**src/rtl/note_pkg.sv**
```systemverilog
// Shared note definitions: letter/accidental codes, 7-segment glyphs and the
// ASCII key decode used by both the display and the playback path.
package note_pkg;

    typedef enum logic [2:0] {
        LTR_C = 3'd0,
        LTR_D = 3'd1,
        LTR_E = 3'd2,
        LTR_F = 3'd3,
        LTR_A = 3'd4,
        LTR_B = 3'd5,
        LTR_T = 3'd6
    } letter_t;

    typedef enum logic [1:0] {
        ACC_NAT   = 2'd0,
        ACC_FLAT  = 2'd1,
        ACC_SHARP = 2'd2
    } acc_t;

    typedef struct packed {
        logic    valid;
        letter_t letter;
        acc_t    acc;
    } note_code_t;

    typedef enum logic {
        ST_IDLE   = 1'b0,
        ST_ACTIVE = 1'b1
    } disp_state_t;

    localparam logic [6:0] SEG_BLANK = 7'h7F;
    localparam logic [6:0] GLY_C     = 7'b1000110;
    localparam logic [6:0] GLY_D     = 7'b1000000;
    localparam logic [6:0] GLY_E     = 7'b0000110;
    localparam logic [6:0] GLY_F     = 7'b0001110;
    localparam logic [6:0] GLY_A     = 7'b0001000;
    localparam logic [6:0] GLY_B     = 7'b0000000;
    localparam logic [6:0] GLY_T     = 7'b1111000;
    localparam logic [6:0] GLY_FLAT  = 7'b0111111;
    localparam logic [6:0] GLY_SHARP = 7'b0000011;

    function automatic note_code_t mk_note(input letter_t l, input acc_t a);
        note_code_t n;
        n.valid  = 1'b1;
        n.letter = l;
        n.acc    = a;
        return n;
    endfunction

    // Keys are laid out in triples along the keyboard rows: flat, natural, sharp.
    function automatic note_code_t decode_ascii(input logic [6:0] ascii);
        note_code_t n;
        n = '{valid: 1'b0, letter: LTR_C, acc: ACC_NAT};
        case (ascii)
            7'h51: n = mk_note(LTR_C, ACC_FLAT);   // Q
            7'h57: n = mk_note(LTR_C, ACC_NAT);    // W
            7'h45: n = mk_note(LTR_C, ACC_SHARP);  // E
            7'h52: n = mk_note(LTR_D, ACC_FLAT);   // R
            7'h54: n = mk_note(LTR_D, ACC_NAT);    // T
            7'h59: n = mk_note(LTR_D, ACC_SHARP);  // Y
            7'h55: n = mk_note(LTR_E, ACC_FLAT);   // U
            7'h49: n = mk_note(LTR_E, ACC_NAT);    // I
            7'h4F: n = mk_note(LTR_E, ACC_SHARP);  // O
            7'h50: n = mk_note(LTR_F, ACC_FLAT);   // P
            7'h41: n = mk_note(LTR_F, ACC_NAT);    // A
            7'h53: n = mk_note(LTR_F, ACC_SHARP);  // S
            7'h44: n = mk_note(LTR_A, ACC_FLAT);   // D
            7'h46: n = mk_note(LTR_A, ACC_NAT);    // F
            7'h47: n = mk_note(LTR_A, ACC_SHARP);  // G
            7'h48: n = mk_note(LTR_B, ACC_FLAT);   // H
            7'h4A: n = mk_note(LTR_B, ACC_NAT);    // J
            7'h4B: n = mk_note(LTR_B, ACC_SHARP);  // K
            7'h4C: n = mk_note(LTR_T, ACC_NAT);    // L
            default: n.valid = 1'b0;
        endcase
        return n;
    endfunction

endpackage

```
**src/rtl/note_history_display_if.sv**
```systemverilog
// Key strobe bus from the PS/2 ASCII decoder into the note history display.
interface note_history_display_if;
    logic       key_valid;
    logic [6:0] ascii_val;
    logic       clear;

    modport master (output key_valid, output ascii_val, output clear);
    modport slave  (input  key_valid, input  ascii_val, input  clear);
endinterface

```
**src/rtl/note_glyph.sv**
```systemverilog
// One history slot: stored note code to active-low letter and accidental digits.
module note_glyph
    import note_pkg::*;
(
    input  note_code_t  code,
    output logic [6:0]  note_seg,
    output logic [6:0]  sym_seg
);

    // NOTE: every output gets a default first so no path through the case can infer a latch.
    always_comb begin
        note_seg = SEG_BLANK;
        sym_seg  = SEG_BLANK;
        if (code.valid) begin
            case (code.letter)
                LTR_C:   note_seg = GLY_C;
                LTR_D:   note_seg = GLY_D;
                LTR_E:   note_seg = GLY_E;
                LTR_F:   note_seg = GLY_F;
                LTR_A:   note_seg = GLY_A;
                LTR_B:   note_seg = GLY_B;
                LTR_T:   note_seg = GLY_T;
                default: note_seg = SEG_BLANK;
            endcase
            case (code.acc)
                ACC_FLAT:  sym_seg = GLY_FLAT;
                ACC_SHARP: sym_seg = GLY_SHARP;
                default:   sym_seg = SEG_BLANK;
            endcase
        end
    end

endmodule

```
**src/rtl/note_history_display.sv**
```systemverilog
// Key history shift register with idle auto-blank, driving DEPTH pairs of
// 7-segment digits; newest note in slot 0.
module note_history_display
    import note_pkg::*;
#(
    parameter int DEPTH       = 3,
    parameter int HOLD_CYCLES = 50000000
) (
    input  logic                   clock,
    input  logic                   resetn,
    note_history_display_if.slave  key_bus,
    output logic [7*DEPTH-1:0]     note_seg,
    output logic [7*DEPTH-1:0]     sym_seg,
    output logic [3:0]             count,
    output logic                   active
);

    localparam int TW = $clog2(HOLD_CYCLES);
    localparam logic [TW-1:0] TIMER_TERM = TW'(HOLD_CYCLES - 1);

    disp_state_t     state_q, state_d;
    note_code_t      slots_q [DEPTH];
    note_code_t      new_code;
    logic [TW-1:0]   timer_q;
    logic [3:0]      count_q;
    logic            accept, do_push, do_blank, do_tick;

    assign new_code = decode_ascii(key_bus.ascii_val);
    assign accept   = key_bus.key_valid && new_code.valid;

    always_ff @(posedge clock or negedge resetn) begin
        if (!resetn) state_q <= ST_IDLE;
        else         state_q <= state_d;
    end

    // clear beats a key; an accepted key beats the timeout.
    always_comb begin
        state_d  = state_q;
        do_push  = 1'b0;
        do_blank = 1'b0;
        do_tick  = 1'b0;
        case (state_q)
            ST_IDLE: begin
                if (!key_bus.clear && accept) begin
                    do_push = 1'b1;
                    state_d = ST_ACTIVE;
                end
            end
            ST_ACTIVE: begin
                if (key_bus.clear) begin
                    do_blank = 1'b1;
                    state_d  = ST_IDLE;
                end else if (accept) begin
                    do_push = 1'b1;
                end else if (timer_q == TIMER_TERM) begin
                    do_blank = 1'b1;
                    state_d  = ST_IDLE;
                end else begin
                    do_tick = 1'b1;
                end
            end
            default: state_d = ST_IDLE;
        endcase
    end

    // NOTE: the slot array is only DEPTH registers and must read as empty out of
    // reset, so it is reset like ordinary state rather than left as memory.
    always_ff @(posedge clock or negedge resetn) begin
        if (!resetn) begin
            for (int k = 0; k < DEPTH; k++) slots_q[k] <= '0;
            timer_q <= '0;
            count_q <= '0;
        end else if (do_blank) begin
            for (int k = 0; k < DEPTH; k++) slots_q[k] <= '0;
            timer_q <= '0;
            count_q <= '0;
        end else if (do_push) begin
            // NOTE: non-blocking assignments let every slot sample its neighbour's old value.
            for (int k = DEPTH - 1; k >= 1; k--) slots_q[k] <= slots_q[k-1];
            slots_q[0] <= new_code;
            timer_q    <= '0;
            if (count_q < 4'(DEPTH)) count_q <= count_q + 4'd1;
        end else if (do_tick) begin
            timer_q <= timer_q + TW'(1);
        end
    end

    for (genvar k = 0; k < DEPTH; k++) begin : g_slot
        note_glyph u_glyph (
            .code     (slots_q[k]),
            .note_seg (note_seg[7*k +: 7]),
            .sym_seg  (sym_seg[7*k +: 7])
        );
    end

    assign count  = count_q;
    assign active = (state_q == ST_ACTIVE);

endmodule

```
**src/flat_wrapper.sv**
```systemverilog
// flat-port wrapper written by rule: the top's interface ports become plain ports
module note_history_display_flat import note_pkg::*;
#(
    parameter int DEPTH       = 3,
    parameter int HOLD_CYCLES = 50000000
)
  (clock, resetn, note_seg, sym_seg, count, active, key_bus_key_valid, key_bus_ascii_val, key_bus_clear);
  note_history_display_if key_bus_i ();
  input  logic clock;
  input  logic resetn;
  output logic [7*DEPTH-1:0] note_seg;
  output logic [7*DEPTH-1:0] sym_seg;
  output logic [3:0] count;
  output logic active;
  input wire logic [$bits(key_bus_i.key_valid)-1:0] key_bus_key_valid;
  input wire logic [$bits(key_bus_i.ascii_val)-1:0] key_bus_ascii_val;
  input wire logic [$bits(key_bus_i.clear)-1:0] key_bus_clear;
  assign key_bus_i.key_valid = key_bus_key_valid;
  assign key_bus_i.ascii_val = key_bus_ascii_val;
  assign key_bus_i.clear = key_bus_clear;
  note_history_display #(.DEPTH(DEPTH), .HOLD_CYCLES(HOLD_CYCLES)) u_core (.clock(clock), .resetn(resetn), .key_bus(key_bus_i), .note_seg(note_seg), .sym_seg(sym_seg), .count(count), .active(active));
endmodule
```
**config.mk**
```make
export PLATFORM = sky130hd
export DESIGN_NAME = note_history_display_flat
export DESIGN_NICKNAME = d
export VERILOG_FILES = /design/src/rtl/note_pkg.sv /design/src/rtl/note_history_display_if.sv /design/src/rtl/note_glyph.sv /design/src/rtl/note_history_display.sv /design/src/flat_wrapper.sv
export SDC_FILE = /design/constraint.sdc
export NUM_CORES = 1
export LEC_CHECK = 0
export ABC_AREA = 1
export ABC_CLOCK_PERIOD_IN_PS = 2500
export CAP_MARGIN = 40
export CORE_MARGIN = 2
export CORE_UTILIZATION = 45
export CTS_BUF_LIST = sky130_fd_sc_hd__clkbuf_4
export CTS_CLUSTER_SIZE = 28
export DETAILED_ROUTE_END_ITERATION = 12
export PLACE_DENSITY_LB_ADDON = 0.2
export SYNTH_ARGS = -nofsm -noshare
export SYNTH_HDL_FRONTEND = slang
export SYNTH_SLANG_ARGS = --single-unit
```
**constraint.sdc**
```tcl
create_clock -name clock -period 2.5 [get_ports clock]
set_clock_uncertainty 0.15 [all_clocks]
set_input_delay 0.5 -clock clock [delete_from_list [all_inputs] [get_ports clock]]
set_output_delay 0.5 -clock clock [all_outputs]
set_load 0.01 [all_outputs]
```
==> flow_metrics.py <==
metrics = {
    "outcome": {
        "status": "complete, no violations",
    },
    "drt": {
        "vias": 3368,
        "drtPass1Iterations": 5,
        "wirelength_mm": 8.12,
        "route.detailed.drc": 0,
        "ant_nets": 0,
        "first_iter_violations": 196,
        "vias_per_cell": 5.10,
        "wl_per_cell_microns": 12.3,
    },
    "yosys": {
        "synth_top_flop_cell": "dfrtp_1",
        "synth_top_area_cell": "dfrtp_1",
        "seq_area_frac_synth_pct": 34.9,
        "synth-compound-area-share_pct": 5.94,
        "synth.area.mux_share_pct": 0,
        "synthArstFlopShare_pct": 100,
        "synth_simple_gate_area_share_pct": 37.6,
        "synth_top_family_by_area": "simple AND/OR/NAND/NOR gates",
        "synth-seq-cells": 49,
        "synth.top_cells.by_area": "dfrtp_1 35%, nand2_1 14%, nand3_1 7.4%",
        "synth_adder_area_share_pct": 2.49,
        "avgSynthCellArea_sq_um": 6.85,
        "syn-instance-count": 513,
        "yosysWarnings": 0,
        "synth_most_common_cell": "nand2_1",
        "synth_top_area_share_pct": 34.9,
        "synth_common_cells": "127 x nand2_1, 69 x inv_1, 56 x nor2_1",
        "ys_types": 31,
        "synth_xor_area_share_pct": 3.99,
        "syn_area_sq_um": 3520,
        "synth_edf_count": 0,
    },
    "place": {
        "place_area_sq_um": 4070,
        "routabilityCongestion": 0.965,
        "dp_cells": 651,
        "port_buffers": 51,
        "dp_hpwl_mm": 6.25,
    },
    "sta": {
        "setup_tns_ns": 0,
        "whs_ns": 0.0408,
        "worst_pin_slew_ns": 0.609,
        "post-route-period-util_pct": 95.5,
        "slew_headroom_pct": 59.4,
        "timing.final.max_slew_violations": 0,
        "finalHoldViolCount": 0,
        "rsz0062_at_grt": "false",
        "timing.fmax_mhz": 419,
        "fin_crit_ns": 2.39,
        "setup_viol": 0,
    },
    "critical_path": {
        "required_ns": 1.85,
        "critPathCaptureType": "primary output",
        "cp-start-kind": "flop",
        "critical_path_buf_inv_count": 1,
        "r2r-start": "u_core.timer_q[0]",
        "critical-path-top-delay-family": "buffers and inverters",
        "rrSetupSlack_ns": 0.42,
        "crit_fanout": 4,
        "critical_path.startpoint": "u_core.slots_q[15]",
        "cp_cell_sequence": "ha_1, nand2_1, clkdlybuf4s50_1",
        "cp.arrival_ns": 1.74,
        "slowest_stage": "clkdlybuf4s50_1",
        "critPathMaxStageDelay_ns": 0.53,
        "path_class": "reg2out",
    },
    "global_routing": {
        "grt_antenna_before_repair": 0,
        "grt_pass1_wl_mm": 14.3,
        "grt_max_degree": 50,
        "track_usage_pct": 20.2,
        "first_global_vias": 3183,
        "grt_overflow_total": 0,
    },
    "clock_tree": {
        "root_buffer": "clkbuf_4",
        "cts_buffer_depth": 2,
        "clkTransAtPathRegs_ns": 0.16,
        "cts_tree": "done",
        "cts.sinks": 49,
        "numCtsBuffers": 5,
        "htreeDepth": 2,
        "hold_buffers": 0,
        "clkLatencyLatePin_ns": 0.38,
    },
    "die": {
        "io_pins": 58,
        "initial_utilization_pct": 46.0,
        "rows": 32,
        "core-area_sq_um": 7650,
        "die-area_sq_um": 8540,
        "die_x_microns": 92.4,
        "die_h_microns": 92.4,
    },
    "finish": {
        "fill_cells": 776,
        "n_antenna_cell": 0,
        "fin_cells": 661,
        "fin_nets": 576,
        "drive_above_1_share_pct": 8.41,
        "syn_to_final_growth_pct": 18.5,
        "final_util_pct": 54.5,
        "final_area_sq_um": 4170,
    },
    "flow_run": {
        "maxCapViolCount": 0,
    },
    "pwr": {
        "powerDensity_nw_per_um2": 516,
        "peakVddDrop_mv": 0.365,
        "leakage_nw": 2.15,
    },
    "worst_hold_path": {
        "hold_path.class": "in2async",
    },
}
## metrics by stage
step / worst slack (ns) / power [mW]
after global routing: 0.000963 / 2.30
after global placement: -0.0173 / 1.75
after detailed placement: -0.0601 / 1.76
after CTS: 0.0200 / 2.17
final: 0.112 / 2.15
after floorplan: 0.581 / 1.42
## placed cells by master, fill, tap and decap left out, drive strengths merged
cell and n:
clkbuf 5, or2 7, clkinvlp 1, nand4 36, xnor2 3, nor3b 1
a21oi 9, o21ai 19, o2111ai 1, o22ai 7, nor3 7, buf 20
o311ai 1, xor2 13, nor2 59, o21bai 1, dlymetal6s2s 5, inv 73
clkdlybuf4s50 42, dfrtp 49, and3 1, ha 7, dlygate4sd2 3, nand2 129
nand3 54, conb 6
## per-layer routing
layer	global-route usage (%)	vias up	part of all wire (%)
met5	0	-	0
met4	4.85	0	0.82
met3	3.17	6	5.1
met2	32.4	91	44
met1	28.7	1548	50
li1	-	1723	-
## registers in the layout, summed over array words and instances (netlist names)
signal	cells
u_core.count	4
u_core.active	1
u_core.timer_q	26
u_core.slots_q	18
## path summary, 6_finish.rpt
check | endpoint | cells past startpoint
min reg2reg | u_core.count[3] | 2
max | note_seg[6] | 3
max in group asynchronous | u_core.timer_q[24] | 2
min in group clock | u_core.count[3] | 2
min | u_core.timer_q[13] | 2
max reg2reg | u_core.slots_q[3] | 9
## power by group
| group | switching (mW) | internal, mW | leakage (nW) |
|---|---|---|---|
| combinational | 0.440 | 0.332 | 1.44 |
| sequential | 0.108 | 0.869 | 0.678 |
| clock | 0.285 | 0.117 | 0.0322 |
## kinds of logic after synthesis
family | after synthesis
AND/OR/NAND/NOR | 294
buffers and inverters | 108
flip-flops | 49
AO/OA/AOI/OAI | 38
XOR/XNOR | 16
adder cells (fa/ha/maj) | 7
other | 1
## final cells by class
type / count / area (sq um) / share of cell area (%)
inverters: 71 / 267 / 6.40
repair buffers: 70 / 694 / 16.7
flip-flops and latches: 49 / 1230 / 29.4
clock inverters: 3 / 25.0 / 0.601
clock buffers: 5 / 37.5 / 0.901
well taps: 102 / 128 / 3.06
multi-input cells: 361 / 1790 / 42.9
## timing repair
action / in CTS / in global routing
setup buffers: 0 / 2
endpoints found under the setup margin: 3 / 10
resized for setup: 3 / 8
No activity file was read; power rests on OpenSTA's default activity.
